--- config.mk ---
export PLATFORM = sky130hd
export DESIGN_NAME = modexp_sequencer_flat
export DESIGN_NICKNAME = d
export VERILOG_FILES = /design/src/rtl/modexp_pkg.sv /design/src/rtl/modexp_sequencer_if.sv /design/src/rtl/modexp_lead_one.sv /design/src/rtl/modexp_sequencer.sv /design/src/flat_wrapper.sv
export SDC_FILE = /design/constraint.sdc
export NUM_CORES = 1
export LEC_CHECK = 0
export ABC_AREA = 0
export CORE_MARGIN = 2
export CORE_UTILIZATION = 50
export DETAILED_ROUTE_END_ITERATION = 12
export DONT_BUFFER_PORTS = 1
export MAX_ROUTING_LAYER = met4
export PLACE_DENSITY = 0.63
export SLEW_MARGIN = 40
export SYNTH_ARGS = -nofsm -noshare
export SYNTH_HDL_FRONTEND = slang
export SYNTH_SLANG_ARGS = --single-unit
--- constraint.sdc ---
create_clock -name clk -period 2.4 [get_ports clk]
set_clock_uncertainty 0.2 [all_clocks]
set_input_delay 0.36 -clock clk [delete_from_list [all_inputs] [get_ports clk]]
set_output_delay 0.36 -clock clk [all_outputs]
set_load 0.01 [all_outputs]
--- src/rtl/modexp_pkg.sv ---
// Shared FSM state encoding and datapath op codes for the modular-exponentiation sequencer.
package modexp_pkg;

  typedef enum logic [3:0] {
    IDLE,
    INIT,
    ISSUE_SQ,
    WAIT_SQ,
    ISSUE_SQMOD,
    WAIT_SQMOD,
    ISSUE_MUL,
    WAIT_MUL,
    ISSUE_MULMOD,
    WAIT_MULMOD,
    NEXT,
    DONE
  } modexp_state_e;

  localparam logic [1:0] OP_SQUARE   = 2'd0;
  localparam logic [1:0] OP_MULTIPLY = 2'd1;
  localparam logic [1:0] OP_MODULO   = 2'd2;

endpackage

--- src/rtl/modexp_sequencer_if.sv ---
// Requester/datapath-facing signal bundle of the modexp sequencer.
// master = requester + datapath side, slave = the sequencer itself.
interface modexp_sequencer_if #(
  parameter int EXP_W = 16
);
  localparam int IDX_W = $clog2(EXP_W);

  logic             start;
  logic [EXP_W-1:0] exponent;
  logic             op_done;
  logic             initialize;
  logic             op_start;
  logic [1:0]       op_code;
  logic             busy;
  logic             done;
  logic [IDX_W-1:0] bit_index;

  modport master (
    output start, exponent, op_done,
    input  initialize, op_start, op_code, busy, done, bit_index
  );

  modport slave (
    input  start, exponent, op_done,
    output initialize, op_start, op_code, busy, done, bit_index
  );

endinterface

--- src/rtl/modexp_lead_one.sv ---
// Index of the most-significant set bit of the exponent (0 when the exponent is 0).
// Only built when MODEXP_SKIP_LEADING_ZEROS_EN is defined.
`ifdef MODEXP_SKIP_LEADING_ZEROS_EN
module modexp_lead_one #(
  parameter int EXP_W = 16,
  localparam int IDX_W = $clog2(EXP_W)
) (
  input  logic [EXP_W-1:0] exp_i,
  output logic [IDX_W-1:0] idx_o
);

  // Ascending scan: the last set bit seen is the most significant one.
  always_comb begin
    idx_o = '0;
    for (int i = 0; i < EXP_W; i++) begin
      if (exp_i[i]) idx_o = IDX_W'(i);
    end
  end

endmodule
`endif

--- src/rtl/modexp_sequencer.sv ---
// Left-to-right square-and-multiply sequencer driving an external modular datapath.
// Optional MODEXP_SKIP_LEADING_ZEROS_EN starts at the exponent's most-significant 1.
module modexp_sequencer
  import modexp_pkg::*;
#(
  parameter int EXP_W = 16
) (
  input logic               clk,
  input logic               rst,
  modexp_sequencer_if.slave bus
);

  localparam int IDX_W = $clog2(EXP_W);

  modexp_state_e    state_q;
  logic [EXP_W-1:0] exp_q;
  logic [IDX_W-1:0] bit_idx_q;
  logic [IDX_W-1:0] start_idx_d;
  logic             initialize_q;
  logic             op_start_q;
  logic [1:0]       op_code_q;
  logic             busy_q;
  logic             done_q;

`ifdef MODEXP_SKIP_LEADING_ZEROS_EN
  modexp_lead_one #(
    .EXP_W (EXP_W)
  ) u_lead_one (
    .exp_i (bus.exponent),
    .idx_o (start_idx_d)
  );
`else
  assign start_idx_d = IDX_W'(EXP_W - 1);
`endif

  // Operand register: captured only on an accepted start, so later starts cannot disturb a run.
  always_ff @(posedge clk) begin
    if (state_q == IDLE && bus.start) exp_q <= bus.exponent;
  end

  always_ff @(posedge clk) begin
    if (rst) begin
      state_q      <= IDLE;
      bit_idx_q    <= '0;
      initialize_q <= 1'b0;
      op_start_q   <= 1'b0;
      op_code_q    <= OP_SQUARE;
      busy_q       <= 1'b0;
      done_q       <= 1'b0;
    end else begin
      initialize_q <= 1'b0;
      op_start_q   <= 1'b0;
      done_q       <= 1'b0;
      case (state_q)
        IDLE: begin
          if (bus.start) begin
            state_q      <= INIT;
            bit_idx_q    <= start_idx_d;
            initialize_q <= 1'b1;
            busy_q       <= 1'b1;
          end
        end
        INIT: begin
          if (exp_q == '0) begin
            state_q <= DONE;
            done_q  <= 1'b1;
          end else begin
            state_q    <= ISSUE_SQ;
            op_start_q <= 1'b1;
            op_code_q  <= OP_SQUARE;
          end
        end
        ISSUE_SQ: state_q <= WAIT_SQ;
        WAIT_SQ: begin
          if (bus.op_done) begin
            state_q    <= ISSUE_SQMOD;
            op_start_q <= 1'b1;
            op_code_q  <= OP_MODULO;
          end
        end
        ISSUE_SQMOD: state_q <= WAIT_SQMOD;
        WAIT_SQMOD: begin
          if (bus.op_done) begin
            if (exp_q[bit_idx_q]) begin
              state_q    <= ISSUE_MUL;
              op_start_q <= 1'b1;
              op_code_q  <= OP_MULTIPLY;
            end else begin
              state_q <= NEXT;
            end
          end
        end
        ISSUE_MUL: state_q <= WAIT_MUL;
        WAIT_MUL: begin
          if (bus.op_done) begin
            state_q    <= ISSUE_MULMOD;
            op_start_q <= 1'b1;
            op_code_q  <= OP_MODULO;
          end
        end
        ISSUE_MULMOD: state_q <= WAIT_MULMOD;
        WAIT_MULMOD: begin
          if (bus.op_done) state_q <= NEXT;
        end
        NEXT: begin
          if (bit_idx_q == '0) begin
            state_q <= DONE;
            done_q  <= 1'b1;
          end else begin
            state_q    <= ISSUE_SQ;
            bit_idx_q  <= bit_idx_q - 1'b1;
            op_start_q <= 1'b1;
            op_code_q  <= OP_SQUARE;
          end
        end
        DONE: begin
          state_q <= IDLE;
          busy_q  <= 1'b0;
        end
        default: state_q <= IDLE;
      endcase
    end
  end

  assign bus.initialize = initialize_q;
  assign bus.op_start   = op_start_q;
  assign bus.op_code    = op_code_q;
  assign bus.busy       = busy_q;
  assign bus.done       = done_q;
  assign bus.bit_index  = bit_idx_q;

endmodule

--- src/flat_wrapper.sv ---
// flat-port wrapper written by rule: the top's interface ports become plain ports
module modexp_sequencer_flat import modexp_pkg::*;
#(
  parameter int EXP_W = 16
)
  (clk, rst, bus_start, bus_exponent, bus_op_done, bus_initialize, bus_op_start, bus_op_code, bus_busy, bus_done, bus_bit_index);
  modexp_sequencer_if #(.EXP_W(EXP_W)) bus_i ();
  input logic clk;
  input logic rst;
  input wire logic [$bits(bus_i.start)-1:0] bus_start;
  input wire logic [$bits(bus_i.exponent)-1:0] bus_exponent;
  input wire logic [$bits(bus_i.op_done)-1:0] bus_op_done;
  output wire logic [$bits(bus_i.initialize)-1:0] bus_initialize;
  output wire logic [$bits(bus_i.op_start)-1:0] bus_op_start;
  output wire logic [$bits(bus_i.op_code)-1:0] bus_op_code;
  output wire logic [$bits(bus_i.busy)-1:0] bus_busy;
  output wire logic [$bits(bus_i.done)-1:0] bus_done;
  output wire logic [$bits(bus_i.bit_index)-1:0] bus_bit_index;
  assign bus_i.start = bus_start;
  assign bus_i.exponent = bus_exponent;
  assign bus_i.op_done = bus_op_done;
  assign bus_initialize = bus_i.initialize;
  assign bus_op_start = bus_i.op_start;
  assign bus_op_code = bus_i.op_code;
  assign bus_busy = bus_i.busy;
  assign bus_done = bus_i.done;
  assign bus_bit_index = bus_i.bit_index;
  modexp_sequencer #(.EXP_W(EXP_W)) u_core (.clk(clk), .rst(rst), .bus(bus_i));
endmodule
==> run_results.csv <==
group,metric,value,unit
critical_path,worstSetupStartpoint,"u_core.bus.bit_index[0]",
critical_path,rr_worst_depth,5,
synth,synth_warnings,0,
clock_network,cts_inserted_buffers,5,
power_and_ir_drop,power_density,971,mW/mm²
routing,avgRoutedWirePerCell,17.3,µm
routing,drt-total-wl,3280,µm
timing,timing.final.crit_share,93.0,%
layout,post-route-cell-area,0.00177,mm²
floorplanning,die_x,58.6,µm
synth,syn_area,0.00149,mm²
synth,ys_top_cells_by_count,"16 x edfxtp_1, 14 x dfxtp_1, 12 x nor2_1, 6 x inv_1, 6 x nand2_1",
floorplanning,die_h,58.6,µm
placed_design,place_ws,0.188,ns
global_routing,grt_start_max_net_pins,20,
synth,ys.flop_type,"edfxtp_1",
clock_network,clockBufferDepth,2,
synth,synth_area_leaders,"edfxtp_1 32%, dfxtp_1 19%, mux4_2 3.0%",
outcome,status,"finished, violations left",
timing,drv_slew,0,
placed_design,portBuffers,0,
outcome,violations,"DRC",
layout,final-instance-count-excl-fill,190,
clock_network,clk_pin_slew_worst_paths,0.09,ns
routing,drc,4,
global_routing,grt_use_total,22.4,%
synth,synth_top_area_cell,"edfxtp_1",
timing,rsz0062_at_grt,"false",
power_and_ir_drop,p_leak,0.617,nW
global_routing,grt-ovfl-total,0,
power_and_ir_drop,ir_drop,0.000548,V
timing,maxSlewHeadroom,70.4,%
critical_path,r2r_end,"u_core.bus.op_start",
hold_path,min_path_type,"in -> reg",
clock_network,clk-insertion-delay-late,0.32,ns
synth,synth_edf_count,16,
critical_path,cp-start-kind,"flop",
job,maxCapViolCount,0,
global_routing,antenna_found_initial,0,
clock_network,cts_root_buffer,"clkbuf_4",
routing,first_iter_violations,59,
placed_design,dpl_cell_area,0.00154,mm²
timing,fin_hold_ws,0.0451,ns
critical_path,arrival,2.24,ns
synth,synth_area_per_cell,11.1,µm²
placed_design,dp_hpwl,2200,µm
timing,setup_viol,0,
synth,yosysMostFrequentCell,"edfxtp_1",
routing,vias_per_cell,6.25,
synth,netlist_instances,135,
power_and_ir_drop,finalPower,1.71,mW
layout,area_delta_synth_final,18.3,%
critical_path,r2r-start,"u_core.bus.bit_index[0]",
placed_design,place_inst,164,
timing,fmax,448,MHz
global_routing,grt_pass1_vias,1149,
layout,fin_nets,180,
floorplanning,row_count,19,
routing,drt_pass1_iterations,8,
synth,synth_top_cell_area_share,32.2,%
synth,synth.distinct_cells,52,
floorplanning,start_util,53.2,%
routing,postRouteAntennaNets,0,
layout,num_antenna_cells,0,
floorplanning,pin_count,30,
floorplanning,die_area,0.00344,mm²
routing,vias,1187,
placed_design,place_congestion,0.905,
synth,async_flop_share,0,%
timing,tightest_slew,0.443,ns
timing,fin_ws,0.168,ns
critical_path,reg2reg_slack,0.17,ns
synth,synth_nets,157,
timing,post-route-min-period,2.23,ns
layout,post-route-util,62.9,%
hold_path,min_from,"bus_op_done",
floorplanning,core,0.00281,mm²
synth,ys_seq_area_share,51.0,%
hold_path,whs_path_depth,3,
global_routing,grt_first_pass_wirelength,5440,µm
hold_path,min_to,"u_core.state_q[1]",
clock_network,htreeDepth,2,
layout,drive_above_1_share,13.2,%
clock_network,cts.sinks,30,
critical_path,crit_path_end_kind,"flop",
timing,hold_viol_final,0,
critical_path,critPathKind,"reg -> reg",
synth,ys_ff_latch,30,
critical_path,cp.required,2.41,ns
clock_network,cts_tree,"yes",
critical_path,crit_fanout,7,
timing,fin_tns_setup,0,ns
## layer usage
layer  GRT usage [%]  wire (µm)  vias up
met2            33.9       1610       40
met5               -          0        -
li1                -          -      569
met1            27.8       1390      572
met3            7.03        219        6
met4            9.42         59        0
## cells in the final DEF (no fill, tap or decap), drive strengths merged, types with 2 or more instances in the layout
cell,netlist,layout
dlygate4sd3,0,18
edfxtp,16,16
dfxtp,14,14
nor2,12,12
inv,9,9
nand2,6,6
buf,5,6
nor3,6,6
clkbuf,3,6
nor4,5,5
nand4,3,3
nor2b,3,3
a211oi,3,3
mux2,3,3
o32ai,3,3
o21ai,3,3
and4bb,2,2
a21oi,2,2
o22ai,2,2
a31oi,2,2
a221oi,2,2
a22o,2,2
a31o,2,2
mux4,2,2
o221ai,2,2
ha,2,2
clkinv,0,2
## area by class of cell
type / count / area (µm²)
multi-input cells: 88 / 657
repair buffers: 24 / 225
clock inverters: 2 / 8.76
inverters: 9 / 33.8
well taps: 31 / 38.8
fillers: 240 / 1040
flip-flops and latches: 30 / 761
clock buffers: 6 / 41.3
## cell families after synthesis
| logic type | count (synthesis) | synth area share, % |
|---|---|---|
| compound gates | 32 | 17.7 |
| xor+xnor | 2 | 1.17 |
| fa+ha+maj | 2 | 1.68 |
| buf+inv | 17 | 5.03 |
| flops | 30 | 51.0 |
| mux | 6 | 5.95 |
| simple gates | 46 | 17.5 |
## flip-flops by register name, indices dropped and copies added (netlist names)
register	cells
u_core.bus.initialize	1
u_core.bus.done	1
u_core.bus.busy	1
u_core.state_q	4
u_core.bus.op_start	1
u_core.bus.bit_index	4
u_core.exp_q	16
u_core.bus.op_code	2
## where the power goes
part,total [mW],switching (mW),leakage (nW),internal [mW]
Combinational,0.643,0.364,0.322,0.280
Sequential,0.795,0.110,0.265,0.685
Clock,0.276,0.166,0.0297,0.110
## repair_timing
| item | CTS | global route |
|---|---|---|
| buffers inserted | 0 | 0 |
| endpoints found under the hold margin | 26 | 0 |
| gates resized for setup | 0 | 0 |
| hold buffers | 18 | 0 |
| endpoints found under the setup margin | 0 | 0 |
## how the worst max path moves through the flow
| stage | cells past startpoint | end |
|---|---|---|
| after global placement | 5 | u_core.bus.op_start |
| final | 5 | u_core.bus.op_start |
| after floorplan | 6 | u_core.bus.op_start |
| after detailed placement | 5 | u_core.bus.op_start |
| after global routing | 6 | u_core.bus.op_start |
| after CTS | 5 | u_core.bus.op_start |
## critical path, stage by stage (launching register included)
cell     delay, ns
dfxtp_1       0.60
mux4_2        0.57
nor2_1        0.12
o32a_1        0.25
nor3_2        0.08
o31a_1        0.29
Note: power is estimated with default switching activity, not from simulation.
